`src/rtl/ring_sequence_monitor_pkg.sv`:
```
// Shared types and helpers for the ring-counter sequence monitor.
// Contents: FSM state enum, one-hot decode result struct, index-width helper,
//           circular rotate-left and one-hot index functions.
// Functions operate on MAX_W-bit words; callers zero-extend their ring word
// and pass the real ring width where the function needs it.
package ring_pkg;

    localparam int unsigned MAX_W     = 64;
    localparam int unsigned MAX_IDX_W = 6;

    typedef enum logic [1:0] {
        HUNT   = 2'd0,
        VERIFY = 2'd1,
        LOCKED = 2'd2
    } ring_state_e;

    typedef struct packed {
        logic                 is_onehot;
        logic [MAX_IDX_W-1:0] idx;
    } onehot_idx_t;

    // Bits needed to hold an index into a word of width w.
    function automatic int unsigned idx_w(input int unsigned w);
        return (w > 1) ? $clog2(w) : 1;
    endfunction

    // Circular rotate-left of the low 'width' bits; bits above width come back zero.
    function automatic logic [MAX_W-1:0] rot_left(input logic [MAX_W-1:0] word,
                                                  input int unsigned      width);
        logic [MAX_W-1:0] mask;
        mask = {MAX_W{1'b1}} >> (MAX_W - width);
        return ((word << 1) | (word >> (width - 1))) & mask;
    endfunction

    // Index of the highest set bit plus a flag telling whether exactly one bit is set.
    function automatic onehot_idx_t onehot_idx(input logic [MAX_W-1:0] word);
        onehot_idx_t res;
        res.is_onehot = (word != '0) && ((word & (word - MAX_W'(1))) == '0);
        res.idx       = '0;
        for (int unsigned i = 0; i < MAX_W; i++) begin
            if (word[i]) res.idx = MAX_IDX_W'(i);
        end
        return res;
    endfunction

endpackage

```
`src/rtl/ring_sequence_monitor_if.sv`:
```
// Bus between a ring-word source and the sequence monitor.
// master: drives ring_in/in_valid, observes monitor status.
// slave : the monitor; samples ring_in/in_valid, drives phase/phase_valid,
//         locked, err, err_count, rot_count.
interface ring_sequence_monitor_if
    import ring_pkg::*;
#(
    parameter int unsigned WIDTH     = 4,
    parameter int unsigned ERR_CNT_W = 8,
    parameter int unsigned ROT_CNT_W = 16
);
    localparam int unsigned PHASE_W = idx_w(WIDTH);

    logic [WIDTH-1:0]     ring_in;
    logic                 in_valid;
    logic [PHASE_W-1:0]   phase;
    logic                 phase_valid;
    logic                 locked;
    logic                 err;
    logic [ERR_CNT_W-1:0] err_count;
    logic [ROT_CNT_W-1:0] rot_count;

    modport master (
        output ring_in, in_valid,
        input  phase, phase_valid, locked, err, err_count, rot_count
    );

    modport slave (
        input  ring_in, in_valid,
        output phase, phase_valid, locked, err, err_count, rot_count
    );

endinterface

```
`src/rtl/ring_sequence_monitor_decode.sv`:
```
// Combinational one-hot decoder for the sampled ring word.
// Ports: word_i (ring word), is_onehot_o (exactly one bit set),
//        idx_o (binary index of the set bit, meaningful when is_onehot_o).
module ring_onehot_decode
    import ring_pkg::*;
#(
    parameter int unsigned WIDTH = 4
) (
    input  logic [WIDTH-1:0]        word_i,
    output logic                    is_onehot_o,
    output logic [idx_w(WIDTH)-1:0] idx_o
);
    localparam int unsigned IDX_W = idx_w(WIDTH);

    onehot_idx_t dec_c;

    always_comb begin
        dec_c = onehot_idx(MAX_W'(word_i));
    end

    // A zero-extended one-hot word always yields an index that fits IDX_W;
    // the upper-bit guard just makes that explicit.
    assign is_onehot_o = dec_c.is_onehot && ((dec_c.idx >> IDX_W) == '0);
    assign idx_o       = IDX_W'(dec_c.idx);

endmodule

```
`src/rtl/ring_sequence_monitor.sv`:
```
// Receive-side checker for a left-rotating one-hot ring-counter stream.
// Ports: clk, rst (sync, active-high), bus (slave modport):
//   ring_in/in_valid in; phase/phase_valid, locked, err, err_count (saturating),
//   rot_count (wrapping, counts returns to the MSB pattern while locked) out.
// Acquires lock after LOCK_CNT consecutive in-order one-hot samples, then
// tracks phase and drops to HUNT on the first out-of-order sample.
module ring_sequence_monitor
    import ring_pkg::*;
#(
    parameter int unsigned WIDTH     = 4,
    parameter int unsigned LOCK_CNT  = 4,
    parameter int unsigned ERR_CNT_W = 8,
    parameter int unsigned ROT_CNT_W = 16
) (
    input logic                   clk,
    input logic                   rst,
    ring_sequence_monitor_if.slave bus
);
    localparam int unsigned PHASE_W = idx_w(WIDTH);
    localparam int unsigned MATCH_W = $clog2(LOCK_CNT + 1);

    ring_state_e          state_q;
    logic [WIDTH-1:0]     last_q;
    logic [MATCH_W-1:0]   match_q;
    logic [PHASE_W-1:0]   phase_q;
    logic                 phase_valid_q;
    logic                 locked_q;
    logic                 err_q;
    logic [ERR_CNT_W-1:0] err_cnt_q;
    logic [ROT_CNT_W-1:0] rot_cnt_q;

    logic                 is_onehot_c;
    logic [PHASE_W-1:0]   idx_c;
    logic [WIDTH-1:0]     expected_c;
    logic                 in_order_c;
    logic [MATCH_W-1:0]   match_inc_c;

    ring_onehot_decode #(.WIDTH(WIDTH)) u_decode (
        .word_i      (bus.ring_in),
        .is_onehot_o (is_onehot_c),
        .idx_o       (idx_c)
    );

    // Next word the ring must present if the previous one was accepted.
    assign expected_c  = WIDTH'(rot_left(MAX_W'(last_q), WIDTH));
    assign in_order_c  = (bus.ring_in == expected_c);
    assign match_inc_c = match_q + MATCH_W'(1);

    // Acquisition / tracking FSM with its counters and registered outputs.
    always_ff @(posedge clk) begin
        if (rst) begin
            state_q       <= HUNT;
            last_q        <= '0;
            match_q       <= '0;
            phase_q       <= '0;
            phase_valid_q <= 1'b0;
            locked_q      <= 1'b0;
            err_q         <= 1'b0;
            err_cnt_q     <= '0;
            rot_cnt_q     <= '0;
        end else begin
            phase_valid_q <= 1'b0;
            err_q         <= 1'b0;
            if (bus.in_valid) begin
                case (state_q)
                    HUNT: begin
                        if (is_onehot_c) begin
                            last_q  <= bus.ring_in;
                            match_q <= MATCH_W'(1);
                            state_q <= VERIFY;
                        end
                    end
                    VERIFY: begin
                        if (in_order_c) begin
                            last_q  <= bus.ring_in;
                            match_q <= match_inc_c;
                            if (match_inc_c == MATCH_W'(LOCK_CNT)) begin
                                state_q  <= LOCKED;
                                locked_q <= 1'b1;
                            end
                        end else if (is_onehot_c) begin
                            // Valid but out-of-order word: start counting again from it.
                            last_q  <= bus.ring_in;
                            match_q <= MATCH_W'(1);
                        end else begin
                            state_q <= HUNT;
                        end
                    end
                    LOCKED: begin
                        if (in_order_c) begin
                            last_q        <= bus.ring_in;
                            phase_q       <= idx_c;
                            phase_valid_q <= 1'b1;
                            if (bus.ring_in[WIDTH-1]) rot_cnt_q <= rot_cnt_q + ROT_CNT_W'(1);
                        end else begin
                            err_q    <= 1'b1;
                            locked_q <= 1'b0;
                            state_q  <= HUNT;
                            if (err_cnt_q != '1) err_cnt_q <= err_cnt_q + ERR_CNT_W'(1);
                        end
                    end
                    default: begin
                        state_q  <= HUNT;
                        locked_q <= 1'b0;
                    end
                endcase
            end
        end
    end

    assign bus.phase       = phase_q;
    assign bus.phase_valid = phase_valid_q;
    assign bus.locked      = locked_q;
    assign bus.err         = err_q;
    assign bus.err_count   = err_cnt_q;
    assign bus.rot_count   = rot_cnt_q;

endmodule

```
`src/flat_wrapper.sv`:
```
// flat-port wrapper written by rule: the top's interface ports become plain ports
module ring_sequence_monitor_flat import ring_pkg::*;
#(
    parameter int unsigned WIDTH     = 4,
    parameter int unsigned LOCK_CNT  = 4,
    parameter int unsigned ERR_CNT_W = 8,
    parameter int unsigned ROT_CNT_W = 16
)
  (clk, rst, bus_ring_in, bus_in_valid, bus_phase, bus_phase_valid, bus_locked, bus_err, bus_err_count, bus_rot_count);
  ring_sequence_monitor_if #(.WIDTH(WIDTH), .ERR_CNT_W(ERR_CNT_W), .ROT_CNT_W(ROT_CNT_W)) bus_i ();
  input logic clk;
  input logic rst;
  input wire logic [$bits(bus_i.ring_in)-1:0] bus_ring_in;
  input wire logic [$bits(bus_i.in_valid)-1:0] bus_in_valid;
  output wire logic [$bits(bus_i.phase)-1:0] bus_phase;
  output wire logic [$bits(bus_i.phase_valid)-1:0] bus_phase_valid;
  output wire logic [$bits(bus_i.locked)-1:0] bus_locked;
  output wire logic [$bits(bus_i.err)-1:0] bus_err;
  output wire logic [$bits(bus_i.err_count)-1:0] bus_err_count;
  output wire logic [$bits(bus_i.rot_count)-1:0] bus_rot_count;
  assign bus_i.ring_in = bus_ring_in;
  assign bus_i.in_valid = bus_in_valid;
  assign bus_phase = bus_i.phase;
  assign bus_phase_valid = bus_i.phase_valid;
  assign bus_locked = bus_i.locked;
  assign bus_err = bus_i.err;
  assign bus_err_count = bus_i.err_count;
  assign bus_rot_count = bus_i.rot_count;
  ring_sequence_monitor #(.WIDTH(WIDTH), .LOCK_CNT(LOCK_CNT), .ERR_CNT_W(ERR_CNT_W), .ROT_CNT_W(ROT_CNT_W)) u_core (.clk(clk), .rst(rst), .bus(bus_i));
endmodule
```
`config.mk`:
```
export PLATFORM = sky130hd
export DESIGN_NAME = ring_sequence_monitor_flat
export DESIGN_NICKNAME = d
export VERILOG_FILES = /design/src/rtl/ring_sequence_monitor_pkg.sv /design/src/rtl/ring_sequence_monitor_if.sv /design/src/rtl/ring_sequence_monitor_decode.sv /design/src/rtl/ring_sequence_monitor.sv /design/src/flat_wrapper.sv
export SDC_FILE = /design/constraint.sdc
export NUM_CORES = 1
export LEC_CHECK = 0
export BUFFER_PORTS_ARGS = -buffer_cell sky130_fd_sc_hd__buf_2
export CAP_MARGIN = 20
export CORE_MARGIN = 4
export CORE_UTILIZATION = 40
export DETAILED_ROUTE_END_ITERATION = 8
export PLACE_DENSITY = 0.63
export RECOVER_POWER = 25
export SYNTH_ARGS = -nofsm -noshare
export SYNTH_HDL_FRONTEND = slang
export SYNTH_HIERARCHICAL = 1
export SYNTH_SLANG_ARGS = --single-unit
export TNS_END_PERCENT = 5
```
`constraint.sdc`:
```
create_clock -name clk -period 3.07 [get_ports clk]
set_input_delay 0.614 -clock clk [delete_from_list [all_inputs] [get_ports clk]]
set_output_delay 0.614 -clock clk [all_outputs]
set_load 0.05 [all_outputs]
```
==> results list, run 1 <==
* Post-synthesis instance area: between 0.002 and 0.0025 mm^2
* Total setup buffers inserted after CTS: 0
- Setup violations remaining at the end of the flow were counted as 0.
- Crit path capture type: flop
- Proportion of netlist area held by the largest area contributor: between 30 and 40%
- After filler insertion, the fill cell instance count of the layout stands at roughly 510.
- By area the synthesized netlist is led by dfxtp_1 38%, xnor2_1 7.4%, ha_1 5.6%, nor2_1 5.0%, nand2_1 3.7%.
- The flow ran to the end, and the final reports show no timing, DRC or antenna violations.
- Total die area: 0.00624 mm^2
- The longest clock path from root to sink contains 2 buffers.
- Critical-path top delay cell: or4b_1
- Starting Density: a little over two fifths
- For this run, the number of Yosys warnings is 6.
- The die is about 79 um wide.
- Global routing used 14.6% of the available tracks.
* Ys async rst share: 0%
- Cell type with the largest total area after synthesis: dfxtp_1
- The worst-case IR drop observed on VDD is 0.243 mV.
* Min Tclk post-route: 2.27 ns
- Worst slew margin: between 50 and 60%
- In this run, the number of DRC markers left after iteration 0 of detailed routing was 98.
* Ratio of routed vias to standard cells: 5.16
- The library cell used most frequently in the layout, excluding fill and tap cells, is dfxtp_1.
- WL final: approximately 4300 um
- Total inserted antenna cells: 0
- Number of clock sinks: 38
- Met3 track demand over resource: about 5%
- Cell seen most often among critical-path stages: o211ai_1
- I/O pins: 36
* Period utilization: 73.9%
- Gates resized during post-CTS repair numbered 0.
- Least-Margin Pin Slew: 0.615 ns
- After floorplanning, the core was sized to cover just under 0.005 mm^2.
* Maximum achievable frequency: between 0.4 and 0.5 GHz
- The area growth from synthesis to layout is 14.3%.
* Antenna violations before repair: 0
- Source-to-sink clock delay at the later pin of the worst-skew pair: roughly 0.29 ns
- TritonCTS built the clock tree.
- In this run the static leakage power is 0.000875 uW.
* First-pass GRT wire length: roughly 7200 um
- Data on the critical path is required at its endpoint by 3.29 ns.
* Number of vias in the routed layout: 1,713
- The signal on the critical path passes through clkbuf_1, or4b_1, o211ai_1, o211ai_1, a221oi_2, a22oi_1, nor2_1.
- Entering global routing, the biggest net connects 38 pins.
- Number of max-cap violations: 0
* Critical path peak fanout: 10
* Syn_nets: 247
* Clock transition at the register clock pins on the worst setup and hold paths after CTS: 0.07 ns
* Site Rows: 25
* RePlAce Congestion: slightly below 0.8
* Unrepaired setup endpoints after global routing: false
* Slew Limit Fails: 0
- Sequential cells were found to cover a little under two fifths of the synthesized design area.
- The synthesized design contains 0 enable-type register cells.
- Port Buffers: 35
* Share of layout cells above drive strength 1: roughly 14%
* Worst Path Arrival: 2.49 ns
- Buffers inserted to repair hold after CTS numbered 0.
- Crit start category: input port
- Deepest level of the CTS H-tree: 2
* Final core utilization: a little under half
- Post-DRT Antenna Nets: 0
- For met1 alone, demand over resource in global routing was ~20%.
* Vias in the first global route: 1,598
* GRT Residual Overflow: 0
* Fin Clk Skew: between 0.003 and 0.004 ns
- Commonest cells after routing, fill and taps aside: 38 x dfxtp_1, 27 x nor2_1, 20 x nand2_1, 19 x buf_2, 17 x xnor2_1
* Number of unique standard cell types used by synthesis: 48
* Main synth FF type: dfxtp_1
- The largest single stage delay on the critical path is 0.48 ns.
- After detailed routing, the average wire length per cell comes to ~13 um.
- Most used routing layer: met2
- Synthesis inferred 38 register bits.
* Total half-perimeter wirelength after legalization and detailed placement: about 3000 um
* Cell Pwr Density: roughly 440 mW/mm^2
- Class of the most critical hold timing path: reg -> reg
- Category of the critical setup timing path: in -> reg
* Met2 usage in global routing: 21.7%
* Cells after Synth: about 230
* Clock root cell: clkbuf_8
- First drt pass iteration count: 4
- DRC violations left: 0
* Final TNS setup: 0 ns
- Counting the buffers created by CTS gives 5.
- Post-synthesis average cell area: ~8.7 um^2
- The count of final hold-check violations was 0.
- The net count of the finished layout is between 200 and 300.
- Height of the die: 79.0 um
sequential cells by signal, summed over array words and instances (netlist names):
signal / count
u_core/bus.err: 1
u_core/bus.err_count: 8
u_core/bus.locked: 1
u_core/bus.phase: 2
u_core/bus.phase_valid: 1
u_core/bus.rot_count: 16
u_core/last_q: 4
u_core/match_q: 3
u_core/state_q: 2
per-stage QoR:
stage	area, um^2	hold slack, ns	total power (uW)	setup slack (ns)	cells
5_1_grt	2300	0.508	1080	0.684	332
6_report	2300	0.485	1020	0.802	332
3_5_place_dp	2230	0.466	676	0.639	324
4_1_cts	2320	0.481	1040	0.922	332
2_1_floorplan	2020	0.465	643	0.916	231
3_3_place_gp	2230	0.462	675	0.676	324
path summary, 6_finish.rpt:
kind | start | end | cells after the start | slack (ns)
worst max register to register | u_core/state_q[0] | u_core/bus.rot_count[8] | 7 | 0.99
worst min-delay path | u_core/bus.phase[1] | u_core/bus.phase[1] | 2 | 0.49
worst max-delay path | bus_ring_in[3] | u_core/last_q[1] | 7 | 0.80
worst min register to register | u_core/bus.phase[1] | u_core/bus.phase[1] | 2 | 0.49
cells by family after synthesis:
group | after synthesis | synth area share (%)
flip-flops | 38 | 37.7
XOR/XNOR | 20 | 8.68
AO/OA/AOI/OAI | 40 | 13.3
buffers and inverters | 22 | 4.90
AND/OR/NAND/NOR | 99 | 28.3
adder cells (fa/ha/maj) | 9 | 5.58
multiplexers | 3 | 1.49
per-layer routing:
metal / vias to the layer above / share of wire [%]
met1: 789 / 51
met4: 0 / 1.4
li1: 881 / -
met2: 36 / 42
met3: 7 / 5.2
met5: - / 0
area by class of cell:
type,count,area (um^2),area share [%]
Clock inverter,2,12.5,0.543
Inverter,12,45.0,1.95
Timing Repair Buffer,36,163,7.06
Sequential cell,38,761,33.0
Clock buffer,6,82.6,3.58
Tap cell,67,83.8,3.64
Multi-Input combinational cell,171,1160,50.2
critical path: cells and delay by family:
family | cells | cell delay, ns
simple gates | 2 | 0.59
buf+inv | 1 | 0.30
compound gates | 4 | 0.99
power by group:
part,switching (uW),internal (uW),total (uW)
sequential,10.1,503,513
combinational,99.8,52.9,153
clock,176,180,357
total,286,736,1020
cell usage after synthesis (5+ instances only):
| cell type | count |
|---|---|
| nor2_1 | 27 |
| dfxtp_1 | 38 |
| nand3_1 | 6 |
| xnor2_1 | 17 |
| a21oi_1 | 9 |
| ha_1 | 9 |
| clkbuf_1 | 5 |
| nand4_1 | 6 |
| and4_1 | 6 |
| inv_1 | 12 |
| o21ai_0 | 9 |
| nand2_1 | 20 |
| nor3_1 | 11 |
(Power assumes the default switching activity.)
==> run 2, diff against run 1 <==
Clock period 3.07 ns to 2.35 ns, I/O delays scaled along.
==> run 2 against run 1 <==
  * Sequential share of layout area decreased by 0.80 points
  * Critical path depth unchanged
  * Die area unchanged
  * Sequential power is 31% higher
  * Clock skew shrank 0.0013 ns
  * Non-clock buffer count increased by 5
  * Utilization increased by 1.2 points
==> results list, run 2 (same netlist as run 1, synthesis figures left out) <==
* Run status: finished clean
- Final #Nets: 285 (+1.8%)
* Clock root cell: clkbuf_8
- HP Start: bus_in_valid
- RePlAce Congestion: 0.765 (-0.89%)
- The endpoint identified for the worst register-to-register timing path is u_core/bus.err_count[5].
* Height of the die: 79.0 um (unchanged)
- Worst R2R Setup Slack: 0.41 ns (-0.58 ns)
* Number of flip-flops under the largest register name: 16 (unchanged)
- The maximum fanout along the worst path is 10 (unchanged).
- R2r worst-path depth: 7 (unchanged)
- Cell Pwr Density: 608 mW/mm^2 (+37%)
- The diode insertion count for antenna repair is 0 (unchanged).
- The pin count of the biggest net entering global routing came to 23 (-39%).
* Critical-path top delay cell: o211ai_1
- Endpoint of the worst hold path: u_core/bus.locked
* Port Buffers: 35 (unchanged)
- The post-CTS setup buffer count is 0 (unchanged).
* Total die area: 0.00624 mm^2 (unchanged)
- The fraction of final layout cells with drive strength greater than 1 was 16.0% (+2.0 points).
* Number of cells in the finished layout apart from fillers: 336 (+1.2%)
- Post-place instance area: 0.00227 mm^2 (+1.7%)
* Worst Path Arrival: 2.26 ns (-0.23 ns)
- The post-detailed-route count of antenna-violating nets came to 0 (unchanged).
* Clock transition at the register clock pins on the worst setup and hold paths after CTS: 0.07 ns (about the same)
* Required time reported for the critical path endpoint: 2.57 ns (-0.72 ns)
- Class of the most critical hold timing path: in -> reg
- The detailed router's first-iteration violation count is 74 (-24%).
- The routed wire length is 4160 um (-2.0%).
- The top cell types in the final layout, fill and taps aside, are 38 x dfxtp_1, 27 x nor2_1, 21 x buf_2, 20 x nand2_1, 17 x xnor2_1.
- Number of filler cells placed in the layout: 498 (-1.8%)
- P_leak: 0.000917 uW (+4.8%)
- The area of the placeable core was 0.00482 mm^2 (unchanged).
* Clk pwr share: 39.3% (+4.4 points)
* Maximum achievable frequency: 0.490 GHz
* Final instance area: 0.00236 mm^2 (+2.5%)
* Highest ir drop seen on vdd: 0.290 mV (+19%)
* GRT Residual Overflow: 0 (unchanged)
* Horizontal extent of the die: 79.0 um (unchanged)
- Instance count after placement with tap cells included: 329 (+1.5%)
* Layout-stage area growth over the synthesis result: 17.1%
- The deepest clock path buffer count came to 2 (unchanged).
- The switching fraction of total power was 25.5% (-2.5 points).
* Number of clock sinks: 38 (unchanged)
- Total half-perimeter wirelength after legalization and detailed placement: 3070 um (+3.5%)
- The worst register-to-register path begins at u_core/state_q[0].
- The via density per instance was 5.04 (-2.4%).
* First-pass GRT wire length: 7350 um (+1.6%)
* Reported net switching power: 366 uW (+28%)
- STA classifies the critical path startpoint as an input port.
- Number of stages on the worst hold path: 2 (unchanged)
* Number of vias in the routed layout: 1,692 (-1.2%)
- The number of buffers created by CTS was 5 (unchanged).
- The cell-internal power is 1070 uW (+45%).
- Commonest non-fill, non-tap cell in the layout: dfxtp_1
* Starting Density: 41.9% (unchanged)
- The count of final setup violators was 0 (unchanged).
- The signal on the critical path passes through buf_2, or2_2, o211ai_1, o21ai_0, a31oi_1, nor2b_1, mux2i_1.
- The combinational share of power is 14.1% (-0.8 points).
- Resized cells post-CTS: 0 (unchanged)
- Number of max-cap violations: 0 (unchanged)
- The critical path in this run is classified as in -> reg.
- Deepest level of the CTS H-tree: 2 (unchanged)
- Fin Clk Skew: 0.00251 ns (-0.00127 ns)
* Source-to-sink clock delay at the later pin of the worst-skew pair: 0.28 ns (about the same)
- Wirelength per Cell: 12.4 um (-3.2%)
- Number of failing hold endpoints at the final stage: 0 (unchanged)
- The worst path in the final design needs a cycle of between 2 and 2.5 ns, including I/O delays and setup.
* Register cell area after layout: 761 um^2 (unchanged)
* Vias in the first global route: 1,615 (+1.1%)
* Slew Limit Fails: 0 (unchanged)
- The minimum hold slack was 0.477 ns (-0.00828 ns).
- The global routing usage summed across all routing layers is 14.6% (+0.051 points).
- STA classifies the critical path endpoint as a flop.
- The row count was 25 (unchanged).
- The headroom to the max-slew limit was 58.8% (-0.39 points).
* Multi-input gate area in the final layout: 0.00116 mm^2 (unchanged)
* I/O pins: 36 (unchanged)
- The share of power burned in registers was 46.7% (-3.5 points).
- First drt pass iteration count: 4 (unchanged)
- TritonCTS built the clock tree.
* DRC violations left: 0 (unchanged)
* Slowest stage delay, CP: 0.51 ns (+0.03 ns)
- The slew at the pin closest to its max-slew limit is 0.621 ns (+0.00580 ns).
- Antenna violations before repair: 0 (unchanged)
- Setup repair after global routing left no endpoint under its margin.
- The number of hold buffers added after cts came to 0 (unchanged).
* Period utilization: between 80% and 90%
- Final TNS setup: 0 ns (unchanged)
-- run 2: cell types whose count changed in the layout (fill, tap and decap cells not counted), sizes merged --
cell / delta
bufinv: +1
clkinv: -1
buf: +7
clkbuf: -2
clkinvlp: -1
-- run 2: through the flow --
stage / utilization [%] / total power, uW / setup WS [ns]
finish: 49.0 / 1440 / 0.307
CTS: 49.4 / 1460 / 0.351
floorplan: - / 840 / 0.340
global route: 49.0 / 1520 / 0.162
detailed placement: 47.1 / 889 / 0.0339
global placement: 47.1 / 889 / 0.0931
-- run 2: power by group through the flow --
stage / clock [uW] / combinational, uW / sequential [uW]
2_1_floorplan: 0 / 147 / 693
3_3_place_gp: 0 / 203 / 685
3_5_place_dp: 0 / 204 / 685
4_1_cts: 586 / 205 / 670
5_1_grt: 620 / 229 / 672
6_report: 564 / 202 / 670
-- run 2: layer usage --
layer / vias up / routed length [um] / track usage, %
met5: - / 0 / 0
met4: 0 / 32 / 4.64
met3: 4 / 205 / 4.20
met2: 32 / 1720 / 21.8
met1: 763 / 2210 / 20.3
li1: 893 / - / -
-- run 2: cell type report --
type                    instances  share of cell area [%]
inverters                      12                    1.91
flip-flops and latches         38                    32.2
clock buffers                   6                    3.50
clock inverters                 1                    1.27
multi-input cells             171                    49.0
well taps                      67                    3.55
repair buffers                 41                    8.58
-- run 2: worst max-delay path, delay by kind of cell --
family,cells,cell delay (ns)
buffers and inverters,1,0.15
AO/OA/AOI/OAI,3,0.94
AND/OR/NAND/NOR,2,0.51
multiplexers,1,0.19
-- run 2: worst max path at each step --
stage                              start                end  slack (ns)
after floorplan           bus_ring_in[3]  u_core/state_q[0]        0.34
after global placement    bus_ring_in[3]  u_core/state_q[0]        0.09
after detailed placement  bus_ring_in[3]  u_core/state_q[0]        0.03
after CTS                 bus_ring_in[3]  u_core/state_q[0]        0.35
after global routing      bus_ring_in[3]   u_core/last_q[1]        0.16
final                     bus_ring_in[3]  u_core/state_q[0]        0.31
